### src/rtl/multiplier_control_tt_seq.sv
// Control FSM with taint tracking for a shift-add sequential multiplier, bit-index counter based.
// Define MULT_CTRL_CONST_TIME_EN to visit ADD for every bit, giving a data-independent latency.
module multiplier_control_tt_seq #(
    parameter int WIDTH = 4
) (
    input  logic             clk,
    input  logic             rst_n,
    input  logic             start,
    input  logic             start_t,
    input  logic [WIDTH-1:0] multiplier_reg,
    input  logic [WIDTH-1:0] multiplier_reg_t,
    output logic             rs_load,
    output logic             rs_load_t,
    output logic             rs_clear,
    output logic             rs_clear_t,
    output logic             rs_shr,
    output logic             rs_shr_t,
    output logic             mr_ld,
    output logic             mr_ld_t,
    output logic             md_ld,
    output logic             md_ld_t,
    output logic             busy,
    output logic             busy_t,
    output logic             product_done,
    output logic             product_done_t
);

    localparam int IDX_W = $clog2(WIDTH);
    localparam logic [IDX_W-1:0] IDX_LAST = IDX_W'(WIDTH - 1);

    typedef enum logic [2:0] {
        S_IDLE,
        S_INIT,
        S_ADD,
        S_SHIFT,
        S_DONE
    } state_t;

    state_t           state, state_nxt;
    logic [IDX_W-1:0] idx, idx_nxt, idx_inc;
    logic             ctrl_t, ctrl_t_nxt;
    logic             taint;

    always_ff @(posedge clk or negedge rst_n) begin
        if (!rst_n) begin
            state  <= S_IDLE;
            idx    <= '0;
            ctrl_t <= 1'b0;
        end else begin
            state  <= state_nxt;
            idx    <= idx_nxt;
            ctrl_t <= ctrl_t_nxt;
        end
    end

    always_comb begin
        state_nxt      = state;
        idx_nxt        = idx;
        ctrl_t_nxt     = ctrl_t;
        idx_inc        = idx + IDX_W'(1);
        taint          = ctrl_t & (state != S_IDLE);

        rs_load        = 1'b0;
        rs_clear       = 1'b0;
        rs_shr         = 1'b0;
        mr_ld          = 1'b0;
        md_ld          = 1'b0;
        busy           = (state != S_IDLE);
        product_done   = 1'b0;
        rs_load_t      = taint;
        rs_clear_t     = taint;
        rs_shr_t       = taint;
        mr_ld_t        = taint;
        md_ld_t        = taint;
        busy_t         = taint;
        product_done_t = taint;

        case (state)
            S_IDLE: begin
                // The branch depends on start, so its taint is captured even when start is low.
                ctrl_t_nxt = start_t;
                if (start) state_nxt = S_INIT;
            end
            S_INIT: begin
                md_ld    = 1'b1;
                mr_ld    = 1'b1;
                rs_clear = 1'b1;
                idx_nxt  = '0;
`ifdef MULT_CTRL_CONST_TIME_EN
                state_nxt = S_ADD;
`else
                state_nxt  = multiplier_reg[0] ? S_ADD : S_SHIFT;
                ctrl_t_nxt = ctrl_t | multiplier_reg_t[0];
`endif
            end
            S_ADD: begin
`ifdef MULT_CTRL_CONST_TIME_EN
                // Only the strobe value depends on the data; the state sequence does not.
                rs_load   = multiplier_reg[idx];
                rs_load_t = ctrl_t | multiplier_reg_t[idx];
`else
                rs_load   = 1'b1;
`endif
                state_nxt = S_SHIFT;
            end
            S_SHIFT: begin
                rs_shr = 1'b1;
                if (idx == IDX_LAST) begin
                    state_nxt = S_DONE;
                end else begin
                    idx_nxt = idx_inc;
`ifdef MULT_CTRL_CONST_TIME_EN
                    state_nxt = S_ADD;
`else
                    state_nxt  = multiplier_reg[idx_inc] ? S_ADD : S_SHIFT;
                    ctrl_t_nxt = ctrl_t | multiplier_reg_t[idx_inc];
`endif
                end
            end
            S_DONE: begin
                product_done = 1'b1;
                state_nxt    = S_IDLE;
                ctrl_t_nxt   = 1'b0;
            end
            default: begin
                state_nxt  = S_IDLE;
                ctrl_t_nxt = 1'b0;
            end
        endcase
    end

endmodule

### config.mk
export PLATFORM = sky130hd
export DESIGN_NAME = multiplier_control_tt_seq
export DESIGN_NICKNAME = d
export VERILOG_FILES = /design/src/rtl/multiplier_control_tt_seq.sv
export SDC_FILE = /design/constraint.sdc
export NUM_CORES = 1
export LEC_CHECK = 0
export BUFFER_PORTS_ARGS = -buffer_cell sky130_fd_sc_hd__buf_2
export CAP_MARGIN = 20
export CORE_AREA = 5 5 42 44
export DETAILED_ROUTE_END_ITERATION = 6
export DIE_AREA = 0 0 47 49
export PLACE_DENSITY_LB_ADDON = 0.05
export SLEW_MARGIN = 0
export SYNTH_ARGS = -nofsm -noshare
export SYNTH_HDL_FRONTEND = slang
export SYNTH_SLANG_ARGS = --single-unit
### constraint.sdc
create_clock -name clk -period 3.7 [get_ports clk]
set_input_delay 0.555 -clock clk [delete_from_list [all_inputs] [get_ports clk]]
set_output_delay 0.555 -clock clk [all_outputs]
set_load 0.01 [all_outputs]
# Word-level counts from Yosys, hierarchy flattened

Index checks and enable logic that the tools add are counted.

Bitwise gates (word level): 4
Reduce and logical (&&, ||, !) cells: 5
Magnitude comparators: 1
Eq/ne operators: 7
Mux-type cells: 17
Add/sub/neg operators: 1

Operators with widths:

| kind                | number |
|---|---|
| $pmux 3 s4          | 1 |
| $mux 1              | 9 |
| $eq 3x2->1 const B  | 2 |
| $mux 3              | 2 |
| $bmux 1 s2          | 2 |
| $ne 2x2->1 const B  | 2 |
| $pmux 1 s4          | 1 |
| $pmux 2 s2          | 1 |
| $reduce_and 2->1    | 2 |
| $eq 3x1->1 const B  | 1 |
| $eq 3x3->1 const B  | 1 |
| $logic_not 3->1     | 1 |
| $lt 2x3->1 const B  | 1 |
| $reduce_bool 3->1   | 1 |
| $add 2x1->2 const B | 1 |
| $eq 2x2->1 const B  | 1 |
| $mux 2              | 1 |
| $or 1x1->1          | 2 |
| $reduce_bool 2->1   | 1 |
| $and 1x1->1         | 1 |
| $not 1->1           | 1 |

Logic and storage cells: 38
Register bits: 6
Output and inout port bits: 14
Input port bits: 12

# Logic depth before layout (Yosys ltp)

Gate-level depths: netlist of run 1.

Depth in word-level cells: 6
Depth in mapped cells: 4
Gate-level depth less buffers: 4

# Worst setup path before layout of run 1

Ideal clock, no wire load.

Path type: register to output
Start: reg state[1]
End: out md_ld_t
Cell stages (with the launch flop): 5
Data required time: 3.145 ns
Slack: 1.815 ns
Arrival time: 1.330 ns
Path buffers: 2
Path through: dfrtp_1 -> buf_2 -> or3_1 -> and2_1 -> buf_4

Longest elaborated chain between the ends: 2

RTL lines:

| what                     | RTL line | RTL |
|---|---|---|
| start: declaration       | 39       | `state_t state, state_nxt;` |
| start signal: assignment | 50       | `state <= state_nxt;` |
| $reduce_bool 3->1        | n/a      |  |
| via busy                 | 22       | `output logic busy,` |
| $and 1x1->1              | 61       | `taint = ctrl_t & (state != S_IDLE);` |
| end: declaration         | 21       | `output logic md_ld_t,` |

The timed path passes the listed nets, and every way through them passes these cells.

# Worst setup path after layout of run 1

Start: reg state[0]
End: out md_ld

Longest elaborated chain between the ends: 2

RTL lines:

| what             | RTL line | RTL |
|---|---|---|
| $eq 3x1->1       | 78       | `case (state)` |
| $mux 1           | 78       |  |
| end: declaration | 20       | `output logic md_ld,` |

No other way between the ends.

==> results of run 1 <==
[metal layers]
layer,global-route usage,part of all wire,up-vias
li1,-,-,213
met1,0.127,0.48,178
met3,0.0369,0.11,3
met5,0,0,-
met4,0.0553,0.014,0
met2,0.127,0.39,22
[cell type report]
cell class,instances,area share
tap,16,0.0346
timing repair buffer,25,0.216
sequential,6,0.260
multi-input combinational,32,0.424
inverter,4,0.0260
clock buffer,3,0.0390
[metrics by stage]
step	area (um^2)	hold WS, ps	std cells	util
CTS	578	128	86	0.413
global route	578	130	86	0.413
finish	578	131	86	0.413
floorplan	480	259	52	-
global placement	556	390	83	0.396
detailed placement	556	393	83	0.396
[state kept, by name (all words and copies together) (netlist names)]
| name | count |
|---|---|
| ctrl_t | 1 |
| state | 3 |
| idx | 2 |
[path summary, 6_finish.rpt]
path / startpoint / to / slack [ps] / depth (start not counted)
max: state[0] / md_ld / 1620 / 3
min: rst_n / idx[1] / 130 / 1
max reg2reg: idx[0] / state[0] / 2080 / 4
min reg2reg: idx[1] / idx[1] / 530 / 2
max in group asynchronous: rst_n / ctrl_t / 3420 / 1
min in group clk: idx[1] / idx[1] / 530 / 2
[logic make-up (layout without fill, tap and decap cells)]
logic type               Yosys count  count (layout)  synth area share
AO/OA/AOI/OAI                      7               7             0.120
adder cells (fa/ha/maj)            1               1            0.0260
buffers and inverters             14              32             0.177
flip-flops                         6               6             0.312
multiplexers                       4               4             0.109
AND/OR/NAND/NOR                   20              20             0.255
[layout by cell type, fill, tap and decap left out, types with 2 or more instances in the layout]
master                     Yosys  routed
sky130_fd_sc_hd__nor3_1        2       2
sky130_fd_sc_hd__nand2b_1      3       3
sky130_fd_sc_hd__mux2i_1       3       3
sky130_fd_sc_hd__nor2_1        3       3
sky130_fd_sc_hd__dfrtp_1       6       6
sky130_fd_sc_hd__clkbuf_4      0       3
sky130_fd_sc_hd__nand2_1       3       3
sky130_fd_sc_hd__and2_1        2       2
sky130_fd_sc_hd__buf_2         2      25
sky130_fd_sc_hd__inv_1         4       4
[power by group through the flow]
stage	clock network, mW	logic (mW)	registers [mW]
finish	0.0610	0.318	0.145
global route	0.0702	0.355	0.151
CTS	0.0649	0.325	0.145
detailed placement	0	0.322	0.147
global placement	0	0.326	0.147
floorplan	0	0.305	0.117
==> summary.md, run 1 <==
The largest stage delay on the critical path was 540 ps; the static leakage power was 0.301 nW. Dividing the detail-routed via count by the number of cells gives 4.84. The tools report the initial antenna violation count as 0. The fraction of layout instances using a drive strength above 1 is 0.457, and the critical-path maximum fanout is 13.

DRC violation count after routing: 0. For the final database, setup skew stands at 0.865 ps. Most numerous cell in the Yosys netlist: sky130_fd_sc_hd__buf_4. The count of nets left with antenna violations once routing finished came out at 0.

Entering global routing, the biggest net connects 14 pins. Total power for the finished layout comes to 523 uW. The max-slew violation count came out at 0. The tools report the overflow left after global routing as 0. The core region is 1400 um^2. The mean instance size in the synthesized netlist was 9.24 um^2. Summing all multi-input logic gate instances after layout gives 245 um^2.

Counting both buffers and inverters, the worst setup path holds a total of 2. The worst max-slew margin expressed relative to the limit came out at 0.764. Before antenna repair, the detailed router went through 2 iterations. The number of global-route vias before repair was 367.

The data arrival time of the worst path was 1520 ps; the aggregate negative setup slack was 0 ps. During I/O placement, the number of pins put on the boundary was 26. After clock tree synthesis, the clock-pin slew on the worst setup and hold paths is 50 ps. In the post-synthesis netlist, the biggest area contributors are sky130_fd_sc_hd__dfrtp_1 (31%), sky130_fd_sc_hd__buf_4 (13%), sky130_fd_sc_hd__mux2i_1 (6.3%). The logs give 1620 ps for the post-layout worst setup margin and 0 for the total count of hold-check failures in the final report.

The number of buffers created by CTS was 3. The synthesized design contains 0 enable-type register cells. The logs give 821 um for the HPWL reported at the end of detailed placement and 1.59 mm for the first-pass GRT wire length. TritonCTS built the clock tree. The min-delay analysis places its worst path in the category in2async.

For the distinct cell type count after synthesis, the log shows 26. The logs give 0 for the number of antenna repair diodes and 481 MHz for the timing-limited maximum frequency. The worst setup path is of the reg2out kind. The tools report the internal power as 294 uW. The run gives 0.277 as the proportion of power drawn by flip-flops and latches. The count of input and output buffers is 25. The routed layout has 416 vias. The total setup violations reported at the end of the flow is 0. The wire length reported by the detailed router is 1.05 mm, and the count of H-tree levels built during CTS is 1. The net switching power figure was 230 uW; the placer's final routability congestion estimate was 0.715. Counting every sink on the clock net gives 6. The tools report the total global routing track utilization as 0.0955.

Synthesis produced a netlist with a net count of 65. Final critical-path share of the clock period: 0.562. After detailed routing, the average wire length per cell comes to 12.2 um.

Cell with the largest stage delay on the worst path: sky130_fd_sc_hd__dfrtp_1. The switching power share of the total came out at 0.439. The number of setup buffers added after CTS is 0.

For the worst-case clock buffer depth, the log shows 2. STA puts the critical path data required time at 3140 ps. For the sequential fraction of the synthesis area, the log shows 0.313. The post-synthesis to final-layout area growth came out at 20.3%.

Count of maximum capacitance violations: 0. The share of the synthesized area in the top cell type works out to 0.313. IR analysis of the VDD net gives a maximum drop of 0.358 mV.

The post-synthesis async set-or-reset flop share was 1.00. The number of rows created at floorplan came out at 14. The area occupied by registers was 150 um^2; the number of warnings issued by yosys was 0. The power density over the cells works out to 905 nW/um^2. In this run, post-CTS repair resized a total of 0 instances. Traced cell by cell, the critical path runs through or3b_2 -> inv_1 -> buf_2.

The share of total power in the clock network was 0.117. In the synthesized netlist, the cells that appear most often are sky130_fd_sc_hd__buf_4 (8), sky130_fd_sc_hd__dfrtp_1 (6), sky130_fd_sc_hd__inv_1 (4). The flow ran to the end, and the final reports show no timing, DRC or antenna violations. Clock root buffer: sky130_fd_sc_hd__clkbuf_4.

The horizontal die dimension was 47 um; the clock period minus final worst setup slack was 2080 ps. In this run, synthesis produced a sequential element count of 6. The number of buffers added to fix hold violations after cts came out at 0.

The slew at the pin closest to its max-slew limit was 354 ps. The worst-skew pair later-pin latency was 240 ps; the number of fill cells in the layout was 162. The tools report the initial cell density of the core as 0.343.

sky130_fd_sc_hd__dfrtp_1 takes more of the synthesized area than any other cell. Dominant synthesized flop cell: sky130_fd_sc_hd__dfrtp_1. The die area came out at 2300 um^2. Counting every instance in the synthesized netlist gives 52. In this run, the number of DRC markers left after iteration 0 of detailed routing was 3.

The net count of the finished layout is 85. The die is 49 um tall. Setup repair after global routing left no endpoint under its margin. Timing analysis after detailed placement gives a worst setup slack of 1870 ps. Combinational share of power: 0.607. The worst setup path is launched from a flop. STA classifies the critical path endpoint as an output port. The combined area of all synthesized cells came out at 480 um^2. The cell family contributing the most delay on the critical path was flip-flops.
Note: power is estimated with default switching activity, not from simulation.
==> inputs of run 2 (changes only) <==
clock period = 1.8 ns   (was 3.7 ns; I/O delays follow)
==> summary.md, run 2 (synthesized netlist as in run 1, its figures left out) <==
The run finished with clean final reports. For the number of global-route vias before repair, the log shows 412 (was 367). The horizontal die dimension came out at 47 um (unchanged). The timing-limited maximum frequency is 582 MHz, and the hold-critical path depth is 3. The initial cell density of the core is 0.343 (unchanged). For the post-route core utilization, the log shows 0.432 (was 0.413). The total count of hold-check failures in the final report came out at 0 (unchanged).

The run gives 2.19 ps (was 0.865 ps) as the maximum clock skew at final layout. The peak ir drop on the vdd network is 0.520 mV (was 0.358 mV). The tools report the total setup violations reported at the end of the flow as 0 (unchanged). The number of buffers created by CTS is 3 (unchanged). In this run the most critical hold path is launched from start. Number of buffers and inverters on the critical path: 1 (was 2). The critical path startpoint category was a flop (unchanged). The logs give 1400 um^2 (unchanged) for the standard cell core area and 246 um^2 (was 245 um^2) for the area occupied by multi-input gates.

Highest-count cells in the layout ignoring fill and taps: sky130_fd_sc_hd__buf_2 (25), sky130_fd_sc_hd__dfrtp_1 (5), sky130_fd_sc_hd__inv_1 (4) (was sky130_fd_sc_hd__buf_2 (25), sky130_fd_sc_hd__dfrtp_1 (6), sky130_fd_sc_hd__inv_1 (4)). The worst path required time was 1530 ps (was 3140 ps). The tools report the die area as 2300 um^2 (unchanged). TritonCTS built the clock tree. The number of fill cells in the layout is 152 (was 162).

The register containing the most flip-flops in the final layout was state (unchanged). The data arrival time of the worst path is 1450 ps (was 1520 ps), and the final critical-path share of the clock period is 0.955. The total placed instance area came out at 571 um^2 (was 556 um^2). Setup repair after global routing left no endpoint under its margin. The slack of the worst reg-to-reg path was 200 ps (was 2080 ps); the number of nets in the finished design was 88 (was 85). The number of cells traversed by the worst register-to-register path was 4 (unchanged); the number of vias per cell was 4.74 (was 4.84). The cell with the largest stage delay on the worst path is sky130_fd_sc_hd__dfrtp_2 (was sky130_fd_sc_hd__dfrtp_1). Count of H-tree levels built during CTS: 1 (unchanged). The overflow left after global routing was 0 (unchanged).

Sort of element at the end of the critical path: an output port (unchanged). The logs give 0 (unchanged) for the number of antenna repair diodes and 240 ps (about the same) for the worst-skew pair later-pin latency. The tools report the origin of the critical flop-to-flop path as idx[0] (unchanged).

The critical-path maximum fanout is 9 (was 13), and the largest stage delay on the critical path is 450 ps (was 540 ps). The area occupied by registers was 151 um^2 (was 150 um^2). The number of iterations in the first detailed-routing pass was 2 (unchanged); the count of input and output buffers was 25 (unchanged).

The vertical extent of the die was 49 um (unchanged); the count of maximum capacitance violations was 0 (unchanged). Commonest non-fill, non-tap cell in the layout: sky130_fd_sc_hd__buf_2 (unchanged). The clock period minus final worst setup slack is 1720 ps, and the HPWL reported at the end of detailed placement is 884 um (was 821 um).

The worst min-delay path category was in2reg (was in2async). The initial antenna violation count was 0 (unchanged). For the clock sink count, the log shows 6 (unchanged). The logs give 14 (unchanged) for the number of rows created at floorplan and 334 ps (was 131 ps) for the worst hold slack across all endpoints.

Largest registers in the final layout: state x3, idx x2, ctrl_t x1 (unchanged). The run gives 0 ps (unchanged) as the aggregate negative setup slack. Final non-filler cell area: 606 um^2 (was 578 um^2). The run gives 0 (unchanged) as the post-route antenna net violation count. The first-iteration detailed-routing DRC count came out at 3 (unchanged). The cell family contributing the most delay on the critical path was simple AND/OR/NAND/NOR gates (was flip-flops).

The fraction of layout instances using a drive strength above 1 came out at 0.493 (was 0.457). The tools report the post-CTS setup buffer count as 0 (unchanged). The number of top-level pins came out at 26 (unchanged). The type of the worst setup path is reg2out (unchanged). The CTS clock-pin slew for the worst setup and hold paths was 40 ps (was 50 ps); the count of vias placed by the detailed router was 422 (was 416). The tools report the worst-case clock buffer depth as 2 (unchanged).

The pin count of the biggest net entering global routing was 10 (was 14). The number of flip-flops in the largest register was 3 (unchanged); the slew at the pin closest to its max-slew limit was 255 ps (was 354 ps). The average wire per standard cell is 12.6 um (was 12.2 um), and the DRC violation count after routing is 0 (unchanged). The tools report the first-pass GRT wire length as 1.68 mm (was 1.59 mm). Cells along the critical path: or3_1 -> and2_2 -> buf_2 (was or3b_2 -> inv_1 -> buf_2). The logs give 0.313 nW (was 0.301 nW) for the static leakage power and 0 (unchanged) for the max-slew violation count.

The run gives 0.100 (was 0.0955) as the total global routing track utilization. Worst flop-to-flop path endpoint: state[0] (unchanged). The worst hold path terminates at state[0]. The post-synthesis to final-layout area growth works out to 26.0% (was 20.3%). The wire length reported by the detailed router was 1.12 mm (was 1.05 mm); the power density over the cells was 1840 nW/um^2 (was 905 nW/um^2). The clock root buffer was sky130_fd_sc_hd__clkbuf_4 (unchanged). The logs give 0.709 (was 0.715) for the placer's final routability congestion estimate and 0.830 (was 0.764) for the worst max-slew margin expressed relative to the limit.
-- run 2: cell types whose count changed in the layout (fill, tap and decap cells not counted), sizes merged --
| cell | change |
|---|---|
| dlygate4sd3 | +1 |
| buf | +2 |
-- run 2: area by class of cell --
| type | instances | area share |
|---|---|---|
| inverter | 4 | 0.0248 |
| timing repair buffer | 28 | 0.248 |
| sequential | 6 | 0.250 |
| multi-input combinational | 32 | 0.407 |
| tap | 16 | 0.0331 |
| clock buffer | 3 | 0.0372 |
-- run 2: worst register-to-register path: stages, from the launching register on --
cell,delay [ps]
sky130_fd_sc_hd__dfrtp_1,440
sky130_fd_sc_hd__ha_1,410
sky130_fd_sc_hd__mux4_2,310
sky130_fd_sc_hd__o221a_1,250
sky130_fd_sc_hd__nor3_2,100
-- run 2: worst max path at each step --
stage	from	endpoint	slack, ps	cells past startpoint
after global placement	idx[0]	state[0]	270	4
after CTS	state[2]	md_ld_t	60	3
final	state[2]	rs_clear_t	80	3
after global routing	state[2]	md_ld_t	3	3
after detailed placement	idx[0]	state[0]	220	4
after floorplan	state[1]	md_ld_t	200	4
-- run 2: metal layers --
metal | global-route usage | wire length, um | part of all wire | up-vias
met3 | 0.0369 | 127 | 0.11 | 0
met4 | 0.0415 | 0 | 0 | 0
li1 | - | - | - | 217
met2 | 0.147 | 481 | 0.43 | 21
met1 | 0.128 | 512 | 0.46 | 184
met5 | 0 | 0 | 0 | -
-- run 2: what timing repair did --
action / CTS / global route
endpoints found under the hold margin: 6 / 0
setup endpoints to repair: 0 / 10
hold buffers: 1 / 0
gates resized for setup: 0 / 2
-- run 2: per-stage QoR --
| step | setup slack [ps] | cells | power (mW) |
|---|---|---|---|
| 6_report | 80.7 | 89 | 1.11 |
| 5_1_grt | 3.47 | 89 | 1.20 |
| 4_1_cts | 57.0 | 89 | 1.12 |
| 3_5_place_dp | 220 | 85 | 0.992 |
| 3_3_place_gp | 269 | 85 | 0.990 |
| 2_1_floorplan | 200 | 52 | 0.867 |
-- run 2: where the power goes --
part	total, mW	leakage [nW]	switching (mW)	internal (mW)
Sequential	0.271	0.0679	0.0746	0.197
Clock	0.123	0.0138	0.0474	0.0753
Combinational	0.718	0.231	0.357	0.361
Total	1.11	0.313	0.479	0.633
